$ cat src/rtl/seq_pkg.sv
// Shared types and constants for the instruction sequencer.
package seq_pkg;

  // Sequencer control states.
  typedef enum logic [2:0] {
    S_IDLE      = 3'd0,
    S_FETCH     = 3'd1,
    S_MEM_WAIT  = 3'd2,
    S_ISSUE     = 3'd3,
    S_WAIT_DONE = 3'd4,
    S_STOP      = 3'd5
  } state_t;

  // Only register-register and register-immediate ALU words go to the decoder.
  localparam logic [6:0] R_TYPE_OP = 7'b0110011;
  localparam logic [6:0] I_TYPE_OP = 7'b0010011;

  function automatic logic is_legal_op(input logic [31:0] word);
    return (word[6:0] == R_TYPE_OP) || (word[6:0] == I_TYPE_OP);
  endfunction

endpackage

$ cat src/rtl/instr_sequencer_if.sv
// Instruction-memory read port plus decoder issue/complete handshake.
interface instr_sequencer_if #(
  parameter int IMEM_AW = 8
);
  logic               imem_en;
  logic [IMEM_AW-1:0] imem_addr;
  logic [31:0]        imem_rdata;
  logic [31:0]        instruction;
  logic               instruction_RDY_BSY;
  logic               dec_done;

  // The sequencer drives fetch and issue, and listens to memory data and completion.
  modport master (
    output imem_en, imem_addr, instruction, instruction_RDY_BSY,
    input  imem_rdata, dec_done
  );

  // Memory and decoder side of the same bundle.
  modport slave (
    input  imem_en, imem_addr, instruction, instruction_RDY_BSY,
    output imem_rdata, dec_done
  );
endinterface

$ cat src/rtl/sat_counter.sv
// Clearable up-counter that sticks at all-ones instead of wrapping.
module sat_counter #(
  parameter int WIDTH = 32
) (
  input  logic             clk,
  input  logic             rst,
  input  logic             clr,
  input  logic             inc,
  output logic [WIDTH-1:0] count_o
);
  logic [WIDTH-1:0] count_q;
  logic [WIDTH-1:0] count_d;

  // Clear wins over increment; increment stops once the counter is full.
  always_comb begin
    count_d = count_q;
    if (clr) begin
      count_d = '0;
    end else if (inc && (count_q != '1)) begin
      count_d = count_q + WIDTH'(1);
    end
  end

  // Count register.
  always_ff @(posedge clk) begin
    if (rst) begin
      count_q <= '0;
    end else begin
      count_q <= count_d;
    end
  end

  assign count_o = count_q;
endmodule

$ cat src/rtl/instr_sequencer.sv
// Fetch/issue controller: reads words from instruction memory, hands legal
// R/I-type words to the decoder with a one-cycle pulse, waits for writeback,
// and tracks cycle, retired and illegal-word counts.
module instr_sequencer
  import seq_pkg::*;
#(
  parameter int IMEM_AW      = 8,
  parameter int DONE_TIMEOUT = 16
) (
  input  logic                clk,
  input  logic                rst,
  input  logic                start,
  input  logic [IMEM_AW-1:0]  start_pc,
  input  logic                halt_req,
  instr_sequencer_if.master   bus,
  output logic                busy,
  output logic                halted,
  output logic                timeout_err,
  output logic [31:0]         cycle_counter,
  output logic [31:0]         instr_counter,
  output logic [15:0]         illegal_counter
);
  // Timer only has to reach DONE_TIMEOUT-1.
  localparam int TW = $clog2(DONE_TIMEOUT);

  state_t             state_q, state_d;
  logic [IMEM_AW-1:0] pc_q, pc_d;
  logic [31:0]        instr_q, instr_d;
  logic [TW-1:0]      timer_q, timer_d;
  logic [TW-1:0]      timer_inc;
  logic               halt_pend_q, halt_pend_d;
  logic               tout_q, tout_d;
  logic               busy_w;
  logic               cnt_clr, instr_inc, ill_inc;

  assign busy_w    = (state_q != S_IDLE) && (state_q != S_STOP);
  assign timer_inc = timer_q + TW'(1);

  // Next-state and datapath decisions.
  always_comb begin
    state_d     = state_q;
    pc_d        = pc_q;
    instr_d     = instr_q;
    timer_d     = timer_q;
    halt_pend_d = halt_pend_q;
    tout_d      = tout_q;
    cnt_clr     = 1'b0;
    instr_inc   = 1'b0;
    ill_inc     = 1'b0;

    if (busy_w && halt_req) begin
      halt_pend_d = 1'b1;
    end

    case (state_q)
      S_IDLE, S_STOP: begin
        if (start) begin
          pc_d        = start_pc;
          cnt_clr     = 1'b1;
          halt_pend_d = 1'b0;
          tout_d      = 1'b0;
          state_d     = S_FETCH;
        end
      end
      S_FETCH: begin
        state_d = S_MEM_WAIT;
      end
      S_MEM_WAIT: begin
        instr_d = bus.imem_rdata;
        if (is_legal_op(bus.imem_rdata)) begin
          state_d = S_ISSUE;
        end else begin
          ill_inc = 1'b1;
          pc_d    = pc_q + IMEM_AW'(1);
          state_d = halt_pend_q ? S_STOP : S_FETCH;
        end
      end
      S_ISSUE: begin
        timer_d = '0;
        state_d = S_WAIT_DONE;
      end
      S_WAIT_DONE: begin
        // timer_inc counts WAIT_DONE cycles, so the stop lands DONE_TIMEOUT
        // cycles after the issue pulse; a completion in that last cycle wins.
        timer_d = timer_inc;
        if (bus.dec_done) begin
          instr_inc = 1'b1;
          pc_d      = pc_q + IMEM_AW'(1);
          state_d   = halt_pend_q ? S_STOP : S_FETCH;
        end else if (timer_inc == TW'(DONE_TIMEOUT - 1)) begin
          tout_d  = 1'b1;
          state_d = S_STOP;
        end
      end
      default: begin
        state_d = S_IDLE;
      end
    endcase
  end

  // Control and datapath registers; reset abandons any instruction in flight.
  always_ff @(posedge clk) begin
    if (rst) begin
      state_q     <= S_IDLE;
      pc_q        <= '0;
      instr_q     <= '0;
      timer_q     <= '0;
      halt_pend_q <= 1'b0;
      tout_q      <= 1'b0;
    end else begin
      state_q     <= state_d;
      pc_q        <= pc_d;
      instr_q     <= instr_d;
      timer_q     <= timer_d;
      halt_pend_q <= halt_pend_d;
      tout_q      <= tout_d;
    end
  end

  sat_counter #(.WIDTH(32)) u_cycle_cnt (
    .clk(clk), .rst(rst), .clr(cnt_clr), .inc(busy_w), .count_o(cycle_counter)
  );
  sat_counter #(.WIDTH(32)) u_instr_cnt (
    .clk(clk), .rst(rst), .clr(cnt_clr), .inc(instr_inc), .count_o(instr_counter)
  );
  sat_counter #(.WIDTH(16)) u_illegal_cnt (
    .clk(clk), .rst(rst), .clr(cnt_clr), .inc(ill_inc), .count_o(illegal_counter)
  );

  assign bus.imem_en             = (state_q == S_FETCH);
  assign bus.imem_addr           = pc_q;
  assign bus.instruction         = instr_q;
  assign bus.instruction_RDY_BSY = (state_q == S_ISSUE);
  assign busy                    = busy_w;
  assign halted                  = (state_q == S_STOP);
  assign timeout_err             = tout_q;
endmodule

$ cat src/flat_wrapper.sv
// flat-port wrapper written by rule: the top's interface ports become plain ports
module instr_sequencer_flat import seq_pkg::*;
#(
  parameter int IMEM_AW      = 8,
  parameter int DONE_TIMEOUT = 16
)
  (clk, rst, start, start_pc, halt_req, busy, halted, timeout_err, cycle_counter, instr_counter, illegal_counter, bus_imem_en, bus_imem_addr, bus_instruction, bus_instruction_RDY_BSY, bus_imem_rdata, bus_dec_done);
  instr_sequencer_if #(.IMEM_AW(IMEM_AW)) bus_i ();
  input  logic clk;
  input  logic rst;
  input  logic start;
  input  logic [IMEM_AW-1:0] start_pc;
  input  logic halt_req;
  output logic busy;
  output logic halted;
  output logic timeout_err;
  output logic [31:0] cycle_counter;
  output logic [31:0] instr_counter;
  output logic [15:0] illegal_counter;
  output wire logic [$bits(bus_i.imem_en)-1:0] bus_imem_en;
  output wire logic [$bits(bus_i.imem_addr)-1:0] bus_imem_addr;
  output wire logic [$bits(bus_i.instruction)-1:0] bus_instruction;
  output wire logic [$bits(bus_i.instruction_RDY_BSY)-1:0] bus_instruction_RDY_BSY;
  input wire logic [$bits(bus_i.imem_rdata)-1:0] bus_imem_rdata;
  input wire logic [$bits(bus_i.dec_done)-1:0] bus_dec_done;
  assign bus_imem_en = bus_i.imem_en;
  assign bus_imem_addr = bus_i.imem_addr;
  assign bus_instruction = bus_i.instruction;
  assign bus_instruction_RDY_BSY = bus_i.instruction_RDY_BSY;
  assign bus_i.imem_rdata = bus_imem_rdata;
  assign bus_i.dec_done = bus_dec_done;
  instr_sequencer #(.IMEM_AW(IMEM_AW), .DONE_TIMEOUT(DONE_TIMEOUT)) u_core (.clk(clk), .rst(rst), .start(start), .start_pc(start_pc), .halt_req(halt_req), .bus(bus_i), .busy(busy), .halted(halted), .timeout_err(timeout_err), .cycle_counter(cycle_counter), .instr_counter(instr_counter), .illegal_counter(illegal_counter));
endmodule
$ cat config.mk
export PLATFORM = sky130hd
export DESIGN_NAME = instr_sequencer_flat
export DESIGN_NICKNAME = d
export VERILOG_FILES = /design/src/rtl/seq_pkg.sv /design/src/rtl/instr_sequencer_if.sv /design/src/rtl/sat_counter.sv /design/src/rtl/instr_sequencer.sv /design/src/flat_wrapper.sv
export SDC_FILE = /design/constraint.sdc
export NUM_CORES = 1
export LEC_CHECK = 0
export ABC_AREA = 1
export CAP_MARGIN = 5
export CORE_MARGIN = 2
export CORE_UTILIZATION = 51
export DETAILED_ROUTE_END_ITERATION = 12
export HOLD_SLACK_MARGIN = 0.03
export PLACE_DENSITY = 0.81
export SLEW_MARGIN = 20
export SYNTH_ARGS = -nofsm -noshare
export SYNTH_HDL_FRONTEND = slang
export SYNTH_SLANG_ARGS = --single-unit
$ cat constraint.sdc
create_clock -name clk -period 2.1 [get_ports clk]
set_clock_uncertainty 0.05 [all_clocks]
set_input_delay 0.42 -clock clk [delete_from_list [all_inputs] [get_ports clk]]
set_output_delay 0.42 -clock clk [all_outputs]
set_load 0.05 [all_outputs]
==> results of run 1 <==
==> power groups by stage <==
stage	sequential [uW]	clock, uW	combinational (uW)
after global routing	2640	3290	1320
final	2620	3150	1230
after floorplan	2970	0	522
after detailed placement	2670	0	1240
after global placement	2670	0	1220
after CTS	2620	3180	1230
==> routing by layer <==
layer,global-route usage,share of wire,vias up,routed length [microns]
met1,0.326,0.41,3551,8650
met3,0.0980,0.088,44,1860
met2,0.470,0.48,307,10000
met4,0.106,0.025,0,531
met5,0,0,-,0
li1,-,-,4014,-
==> worst paths after layout <==
path / end / slack (ps)
worst min-delay path: u_core.timeout_err / 410
worst max-delay path: cycle_counter[28] / 30
worst max register to register: u_core.u_cycle_cnt.count_o[1] / 200
worst min register to register: u_core.timeout_err / 410
==> registers in the layout, summed over array words and instances (netlist names) <==
register	flops
u_core.bus.imem_addr	8
u_core.bus.instruction	32
u_core.halt_pend_q	1
u_core.state_q	3
u_core.timeout_err	1
u_core.timer_q	4
u_core.u_cycle_cnt.count_o	32
u_core.u_illegal_cnt.count_o	16
u_core.u_instr_cnt.count_o	32
==> final cells by class <==
cell class | count | area [sq um]
Clock buffer | 21 | 480
Clock inverter | 11 | 154
Fill cell | 1211 | 4040
Inverter | 93 | 354
Multi-Input combinational cell | 906 | 4240
Sequential cell | 129 | 2590
Tap cell | 180 | 225
Timing Repair Buffer | 198 | 1900
==> cell families (layout without fill, tap and decap cells) <==
family	count (synthesis)	after routing
simple gates	727	728
compound gates	140	140
flops	129	129
buf+inv	124	323
xor+xnor	32	32
fa+ha+maj	6	6
==> repair_timing <==
item,CTS,global route
hold endpoints to repair,0,0
setup buffers,0,0
resized for setup,63,20
cloned,0,1
setup endpoints to repair,63,35
pin swaps,0,1
==> per-stage QoR <==
stage          power, uW  setup WS, ps  cells
2_1_floorplan       3490          6.45   1158
3_5_place_dp        3910          17.3   1506
5_1_grt             7250        -0.780   1538
6_report            7000          31.8   1538
3_3_place_gp        3890          67.2   1506
4_1_cts             7030         0.909   1538
==> layout by cell type (no fill, tap or decap), drive strengths merged, types with 12 or more instances in the layout <==
cell and n:
a21oi 83, buf 49, clkbuf 21, clkdlybuf4s50 74, dfxtp 129, dlygate4sd2 63
dlymetal6s2s 12, inv 92, nand2 420, nand3 57, nand4 17, nor2 222
o21ai 57, xnor2 12, xor2 20
==> results.txt, run 1 <==
Final setup viols -> 0
Pleak -> 0.00425 uW
delay-heaviest family, CP -> buffers and inverters
hpwl dp -> 15300 microns
CTS Buf Count -> 17
largest area contributor in the netlist -> dfxtp_1
CTS HTree Levels -> 4
area of the core -> 14000 sq um
Final period util -> 0.985
gr ovfl total -> 0
first-pass GRT wire length -> 34100 microns
Min Hold Slack -> 407 ps
setup TNS -> 0 ps
critical-path cell list -> clkdlybuf4s50_1
# DRC -> 0
Critical path origin -> u_core.u_cycle_cnt.count_o[28]
CP max FO -> 2
Final ANT Viol Nets -> 0
pin count of the biggest net entering global routing -> 39
Die Width -> 124 microns
CP max stage delay -> 820 ps
critical path's slowest cell -> clkdlybuf4s50_1
IO Pins -> 170
DRT iter0 DRCs -> 570
startpoint types -> flip-flop
ys flop type -> dfxtp_1
post-synth top area share -> 0.351
Die Area -> 15400 sq um
CTS clk-pin slew, worst paths -> 60 ps
post-synthesis mux area share -> 0
reg2reg start -> u_core.u_cycle_cnt.count_o[0]
Gate power share -> 0.176
sw power -> 2050 uW
routability congestion estimate -> 0.918
Synth-to-Final Area Change -> 35.1%
Ant. Diodes -> 0
worst relative slew slack -> 0.641
complex-gate fraction of the synthesized area -> 0.106
clock root buffer -> clkbuf_16
Hold WC Path Type -> flip-flop to flip-flop
status -> finished, final reports clean
CP required -> 1630 ps
Synth Area in Adders -> 0.0102
clock latency on the worst-skew pair -> 420 ps
nets -> 1396
sequential power share -> 0.375
most common cell in the netlist -> nand2_1
Critical Path AT -> 1600 ps
Initial Util -> 0.526
Gate Count Post-Synth -> 1158
Avg Synthesized Cell Area -> 6.36 sq um
VDD IR-drop max -> 0.713 mV
DR pass1 iterations -> 5
measured slew at the worst slew-check pin -> 537 ps
vias in the first global route -> 7302
synth cell count leaders -> nand2_1, nor2_1, dfxtp_1
register area share after synthesis -> 0.351
Mapped Area -> 7360 sq um
Worst Reg-to-Reg Cells -> 10
simple-gate area share of the yosys netlist -> 0.418
WHS Path Cells -> 2
synthesis-stage register bit count -> 129
combinational family with the most area after synthesis -> simple AND/OR/NAND/NOR gates
Worst setup EP type -> output port
DP Area -> 9340 sq um
crit path kind -> flip-flop to output port
num rows -> 43
Die Height -> 124 microns
vias per cell -> 5.15
CTS sink count -> 129
Finished Core Util -> 0.711
Final Cell Area -> 9940 sq um
minimum clock period -> 2070 ps
# hold bufs at CTS -> 0
CTS tree -> done
routed wire length -> 21100 microns
WP buf/inv -> 1
PwrDens -> 704 nW/um^2
yosys warns -> 0
Clk pwr share -> 0.450
clock buffer depth -> 2
ys async rst share -> 0
layout cells sized above 1 -> 0.124
xor/xnor cell area share of the yosys netlist -> 0.0381
Stages on worst setup path -> 1
Switching Fraction -> 0.293
Hold Startpoint -> u_core.timeout_err
GR Util All Layers -> 0.279
DR vias -> 7916
final-report hold violation count -> 0
Post-synth EDFFs -> 0
wire length per cell -> 13.7 microns
top post-synthesis cells by area -> dfxtp_1, nand2_1, nor2_1
Power Internal -> 4950 uW
PortBufs -> 169
Max Clk Rate -> 484 MHz
Distinct cells, synth -> 33
Syn Nets -> 1209
Slew Limit Fails -> 0
initial antenna violation count -> 0
max-capacitance violation count -> 0
(Power assumes the default switching activity.)
==> run 2, diff against run 1 <==
--- a/config.mk
+++ b/config.mk
@@ -8,11 +8,12 @@
 export ABC_AREA = 1
 export CAP_MARGIN = 5
 export CORE_MARGIN = 2
-export CORE_UTILIZATION = 51
+export CORE_UTILIZATION = 46
 export DETAILED_ROUTE_END_ITERATION = 12
 export HOLD_SLACK_MARGIN = 0.03
-export PLACE_DENSITY = 0.81
+export PLACE_DENSITY = 0.77
 export SLEW_MARGIN = 20
 export SYNTH_ARGS = -nofsm -noshare
 export SYNTH_HDL_FRONTEND = slang
+export SYNTH_HIERARCHICAL = 1
 export SYNTH_SLANG_ARGS = --single-unit
==> constraint.sdc (replaced) <==
create_clock -name clk -period 1.9 [get_ports clk]
set_clock_uncertainty 0.05 [all_clocks]
set_input_delay 0.38 -clock clk [delete_from_list [all_inputs] [get_ports clk]]
set_output_delay 0.38 -clock clk [all_outputs]
set_load 0.05 [all_outputs]
==> run 2 against run 1 <==
  * Sequential cell count did not move
  * Count of clock-buffer cells in the layout fell by 2
  * Synthesized cell count shrank 3.0%
  * Non-clock buffer count increased by 25
  * Combinational power grew to 3.2 times the previous value
  * Clock power increased by 5%
==> results.txt, run 2 <==
reg2reg start -> u_core/state_q[0]
# hold bufs at CTS -> 0
Synth-to-Final Area Change -> 34.5%
Slew Limit Fails -> 0
VDD IR-drop max -> 1.01 mV
DR pass1 iterations -> 7
final-report hold violation count -> 0
ys flop type -> dfxtp_1
num rows -> 46
final std cells w/o fill -> 1565
status -> finished, final reports clean
clock latency on the worst-skew pair -> 420 ps
CTS Buf Count -> 17
DRT iter0 DRCs -> 683
crit path kind -> flip-flop to output port
Die Width -> 132 microns
routed wire length -> 20400 microns
Distinct cells, synth -> 41
clock root buffer -> clkbuf_16
wire length per cell -> 13.0 microns
Syn Nets -> 1174
Worst setup EP type -> output port
largest area contributor in the netlist -> dfxtp_1
Worst R2R Setup Slack -> 90 ps
initial antenna violation count -> 0
worst relative slew slack -> 0.668
Initial Util -> 0.471
layout cells sized above 1 -> 0.254
GR Util All Layers -> 0.233
CP max FO -> 5
R2R Path End -> u_core/u_illegal_cnt/count_o[15]
routability congestion estimate -> 0.885
CTS sink count -> 129
most common cell after layout, fill and taps aside -> nand2_1
Hold WC Path Type -> flip-flop to flip-flop
DR vias -> 7921
Final period util -> 0.989
Ant. Diodes -> 0
PortBufs -> 169
synth cell count leaders -> nand2_1, nor2_1, dfxtp_1
startpoint types -> flip-flop
Worst Reg-to-Reg Cells -> 14
hpwl dp -> 14800 microns
Setup WS pre-CTS -> -307 ps
top post-synthesis cells by area -> dfxtp_1, nand2_1, nor2_1
minimum clock period -> 1880 ps
most common cell in the netlist -> nand2_1
RSZ-0062 raised after global routing -> yes
gr ovfl total -> 0
Die Height -> 132 microns
Final setup viols -> 0
CTS HTree Levels -> 4
Hold Path Sink -> u_core/bus.instruction[10]
CTS tree -> done
max-capacitance violation count -> 0
register area share after synthesis -> 0.344
CTS clk-pin slew, worst paths -> 60 ps
WHS Path Cells -> 2
Max Clk Rate -> 532 MHz
Gate Count Post-Synth -> 1123
nets -> 1387
vias in the first global route -> 7155
PwrDens -> 1040 nW/um^2
Die Area -> 17400 sq um
Critical Path AT -> 1450 ps
ys async rst share -> 0
Post-synth EDFFs -> 0
IO Pins -> 170
most frequent cells in the layout -> nand2_1, nor2_1, buf_4
pin count of the biggest net entering global routing -> 38
synthesis-stage register bit count -> 129
area of the core -> 15900 sq um
measured slew at the worst slew-check pin -> 500 ps
# DRC -> 0
CP required -> 1470 ps
Avg Synthesized Cell Area -> 6.69 sq um
yosys warns -> 6
Final ANT Viol Nets -> 0
Pleak -> 0.00418 uW
final setup margin -> 21.8 ps
Hold Startpoint -> u_core/bus.instruction[10]
placed insts -> 1528
post-synth top area share -> 0.344
vias per cell -> 5.06
clock buffer depth -> 2
Mapped Area -> 7510 sq um
first-pass GRT wire length -> 33900 microns
[run 2: worst max-delay path by stage]
stage                     slack [ps]         startpoint                                to  cells after the start
after floorplan                   20  u_core/state_q[2]    u_core/u_cycle_cnt/count_o[30]                     12
after global placement          -270  bus_imem_rdata[2]   u_core/u_illegal_cnt/count_o[7]                     11
after detailed placement        -310  bus_imem_rdata[3]  u_core/u_illegal_cnt/count_o[14]                     13
after CTS                          5  u_core/state_q[2]                              busy                      6
after global routing             -20  u_core/state_q[0]  u_core/u_illegal_cnt/count_o[14]                     13
final                             20  u_core/state_q[0]           bus_instruction_RDY_BSY                      6
[run 2: cells by family after synthesis]
family / synth area share
AOI/OAI and AO/OA: 0.0926
buffers and inverters: 0.0775
adders and majority gates: 0.00999
xor gates and xnor gates: 0.00933
DFF: 0.344
and+or+nand+nor: 0.467
[run 2: per-layer routing]
| metal | wire, microns | share of wire | GRT usage | up-vias |
|---|---|---|---|---|
| li1 | - | - | - | 4058 |
| met1 | 9260 | 0.45 | 0.306 | 3588 |
| met2 | 9580 | 0.47 | 0.380 | 249 |
| met3 | 1230 | 0.060 | 0.0515 | 26 |
| met4 | 318 | 0.016 | 0.0785 | 0 |
| met5 | 0 | 0 | 0 | - |
[run 2: stage by stage]
step | util | instance area (sq um) | setup TNS (ps) | power, uW | hold WS, ps
6_report | 0.634 | 10100 | 0 | 10500 | 427
5_1_grt | 0.634 | 10100 | -98.2 | 11100 | 455
4_1_cts | 0.631 | 10100 | 0 | 10500 | 435
3_5_place_dp | 0.590 | 9410 | -5770 | 7110 | 423
3_3_place_gp | 0.590 | 9410 | -4370 | 7060 | 413
2_1_floorplan | - | 7520 | 0 | 5950 | 392
[run 2: what timing repair did]
action / CTS / global route
buffers inserted: 3 / 1
setup endpoints to repair: 13 / 17
pin swaps: 3 / 1
cloned: 0 / 1
gates resized for setup: 20 / 9
[run 2: area by class of cell]
cell class | instances | area, sq um
Inverter | 89 | 349
Sequential cell | 129 | 2600
Timing Repair Buffer | 223 | 1880
Clock inverter | 13 | 143
Clock buffer | 19 | 453
Tap cell | 216 | 270
Multi-Input combinational cell | 876 | 4410
Fill cell | 1430 | 5840
[run 2: report_power, final]
part           leakage [uW]  switching, uW  total (uW)  internal (uW)
clock              0.000295           1370        3300           1920
sequential          0.00105            278        3290           3010
combinational       0.00284           2570        3930           1360
[run 2: critical path, stage by stage, from the launching register on]
cell,delay [ps]
dfxtp_4,370
inv_2,60
buf_4,160
nor2_2,120
nand2_1,100
inv_2,80
buf_12,130
==> run 3, diff against run 2 <==
--- a/config.mk
+++ b/config.mk
@@ -8,12 +8,12 @@
 export ABC_AREA = 1
 export CAP_MARGIN = 5
 export CORE_MARGIN = 2
-export CORE_UTILIZATION = 46
+export CORE_UTILIZATION = 26
 export DETAILED_ROUTE_END_ITERATION = 12
 export HOLD_SLACK_MARGIN = 0.03
-export PLACE_DENSITY = 0.77
 export SLEW_MARGIN = 20
 export SYNTH_ARGS = -nofsm -noshare
 export SYNTH_HDL_FRONTEND = slang
 export SYNTH_HIERARCHICAL = 1
 export SYNTH_SLANG_ARGS = --single-unit
+export TNS_END_PERCENT = 1
==> run 3 against run 2 <==
  * The flow now finishes with violations (setup timing)
  * Sequential cell count unchanged
  * Combinational power up 6.6%
  * Sequential share of layout area is 0.85 points lower
  * Count of clock-buffer cells in the layout unchanged
  * Register-to-register slack is essentially flat
  * Setup slack got worse by 32 ps
  * Utilization fell by 27 points
  * Critical path depth grew 1
  * Critical endpoint is now busy
  * Largest cell class unchanged
  * Worst hold slack improved by 4.9 ps
  * Sequential power hardly changed
  * Cell area grew 3.3%
==> results.txt, run 3 (synthesis results as in run 2) <==
placed insts -> 1705
Gate power share -> 0.385
max-capacitance violation count -> 0
most common cell after layout, fill and taps aside -> nand2_1
Fillers -> 3066
measured slew at the worst slew-check pin -> 495 ps
Hold WC Path Type -> flip-flop to flip-flop
final setup margin -> -9.87 ps
CP required -> 1470 ps
vias in the first global route -> 7409
Pleak -> 0.00419 uW
startpoint types -> flip-flop
initial antenna violation count -> 0
DR pass1 iterations -> 5
critical-path cell list -> inv_2, nand2_2, a21oi_2, buf_6, clkinv_8, buf_12, buf_12
sw power -> 4330 uW
routed wire length -> 22600 microns
CP max FO -> 3
first-pass GRT wire length -> 37000 microns
Clk pwr share -> 0.316
Die Height -> 174 microns
Power Internal -> 6550 uW
Initial Util -> 0.263
RSZ-0062 raised after global routing -> yes
PortBufs -> 169
status -> finished with violations
vias per cell -> 4.54
GR Util All Layers -> 0.150
Die Area -> 30300 sq um
CTS tree -> done
layout cells sized above 1 -> 0.266
Final period util -> 1.01
Ant. Diodes -> 0
CTS Buf Count -> 17
final-report hold violation count -> 0
Switching Fraction -> 0.398
crit path kind -> flip-flop to output port
CP max stage delay -> 360 ps
routability congestion estimate -> 0.864
CTS HTree Levels -> 4
VDD IR-drop max -> 0.783 mV
PwrDens -> 1040 nW/um^2
delay-heaviest family, CP -> buffers and inverters
IO Pins -> 170
DRT iter0 DRCs -> 494
Synth-to-Final Area Change -> 39.0%
Final setup viols -> 1
Max Clk Rate -> 524 MHz
minimum clock period -> 1910 ps
num rows -> 62
worst relative slew slack -> 0.671
CTS sink count -> 129
area of the core -> 28500 sq um
Worst setup EP type -> output port
clock root buffer -> clkbuf_16
gr ovfl total -> 0
sequential power share -> 0.299
Critical Path AT -> 1480 ps
violated checks -> setup timing
Die Width -> 174 microns
CTS clk-pin slew, worst paths -> 60 ps
DR vias -> 7919
WP buf/inv -> 5
Slew Limit Fails -> 0
clock buffer depth -> 2
final std cells w/o fill -> 1743
Min Hold Slack -> 432 ps
clock latency on the worst-skew pair -> 440 ps
Final ANT Viol Nets -> 0
most frequent cells in the layout -> nand2_1, nor2_1, buf_4
hpwl dp -> 16900 microns
pin count of the biggest net entering global routing -> 35
Worst path most repeated cell -> buf_12
nets -> 1397
# DRC -> 0
wire length per cell -> 13.0 microns
critical path's slowest cell -> dfxtp_4
-- run 3: tightest hold or removal path: stages, from the launching register on --
cell	delay, ps
dfxtp_1	320
nand2_1	60
a21oi_1	50
-- run 3: final cells by class --
cell class,instances,area (sq um),share of cell area
tap,384,480,0.0460
timing repair buffer,234,1990,0.190
sequential,129,2590,0.248
clock inverter,13,151,0.0145
multi-input combinational,875,4420,0.423
inverter,89,354,0.0339
clock buffer,19,453,0.0434
-- run 3: path summary, 6_finish.rpt --
kind	from	to	slack (ps)	cells after the start
worst max-delay path	u_core/state_q[0]	busy	-10	7
worst min-delay path	u_core/timer_q[3]	u_core/timer_q[3]	430	2
worst max register to register	u_core/state_q[0]	u_core/u_instr_cnt/count_o[23]	100	12
worst min register to register	u_core/timer_q[3]	u_core/timer_q[3]	430	2
-- run 3: repair_timing --
| action | 4_1_cts | 5_1_grt |
|---|---|---|
| setup buffers | 2 | 4 |
| hold buffers | 0 | 0 |
| endpoints found under the setup margin | 8 | 39 |
| resized for setup | 14 | 23 |
| pin swaps | 1 | 5 |
-- run 3: layer usage --
metal | vias to the layer above | wire, microns | track usage
met5 | - | 0 | 0
met1 | 3663 | 10500 | 0.193
met2 | 177 | 10800 | 0.250
met3 | 21 | 967 | 0.0291
met4 | 0 | 325 | 0.0508
li1 | 4058 | - | -
-- run 3: through the flow --
| stage | setup TNS [ps] | instance area [sq um] | setup slack [ps] | total power (uW) | util |
|---|---|---|---|---|---|
| floorplan | -2900 | 7520 | -96.0 | 5930 | - |
| global placement | -7450 | 9680 | -391 | 7230 | 0.339 |
| detailed placement | -8810 | 9680 | -394 | 7270 | 0.339 |
| CTS | -133 | 10300 | -73.8 | 10900 | 0.362 |
| global route | -415 | 10400 | -86.7 | 11500 | 0.366 |
| finish | -9.87 | 10400 | -9.87 | 10900 | 0.366 |
-- run 3: power groups by stage --
| stage | combinational (uW) | clock, uW | sequential [uW] |
|---|---|---|---|
| global route | 4520 | 3650 | 3300 |
| CTS | 4130 | 3550 | 3260 |
| finish | 4190 | 3440 | 3260 |
| global placement | 3930 | 0 | 3300 |
| floorplan | 1820 | 0 | 4110 |
| detailed placement | 3970 | 0 | 3300 |
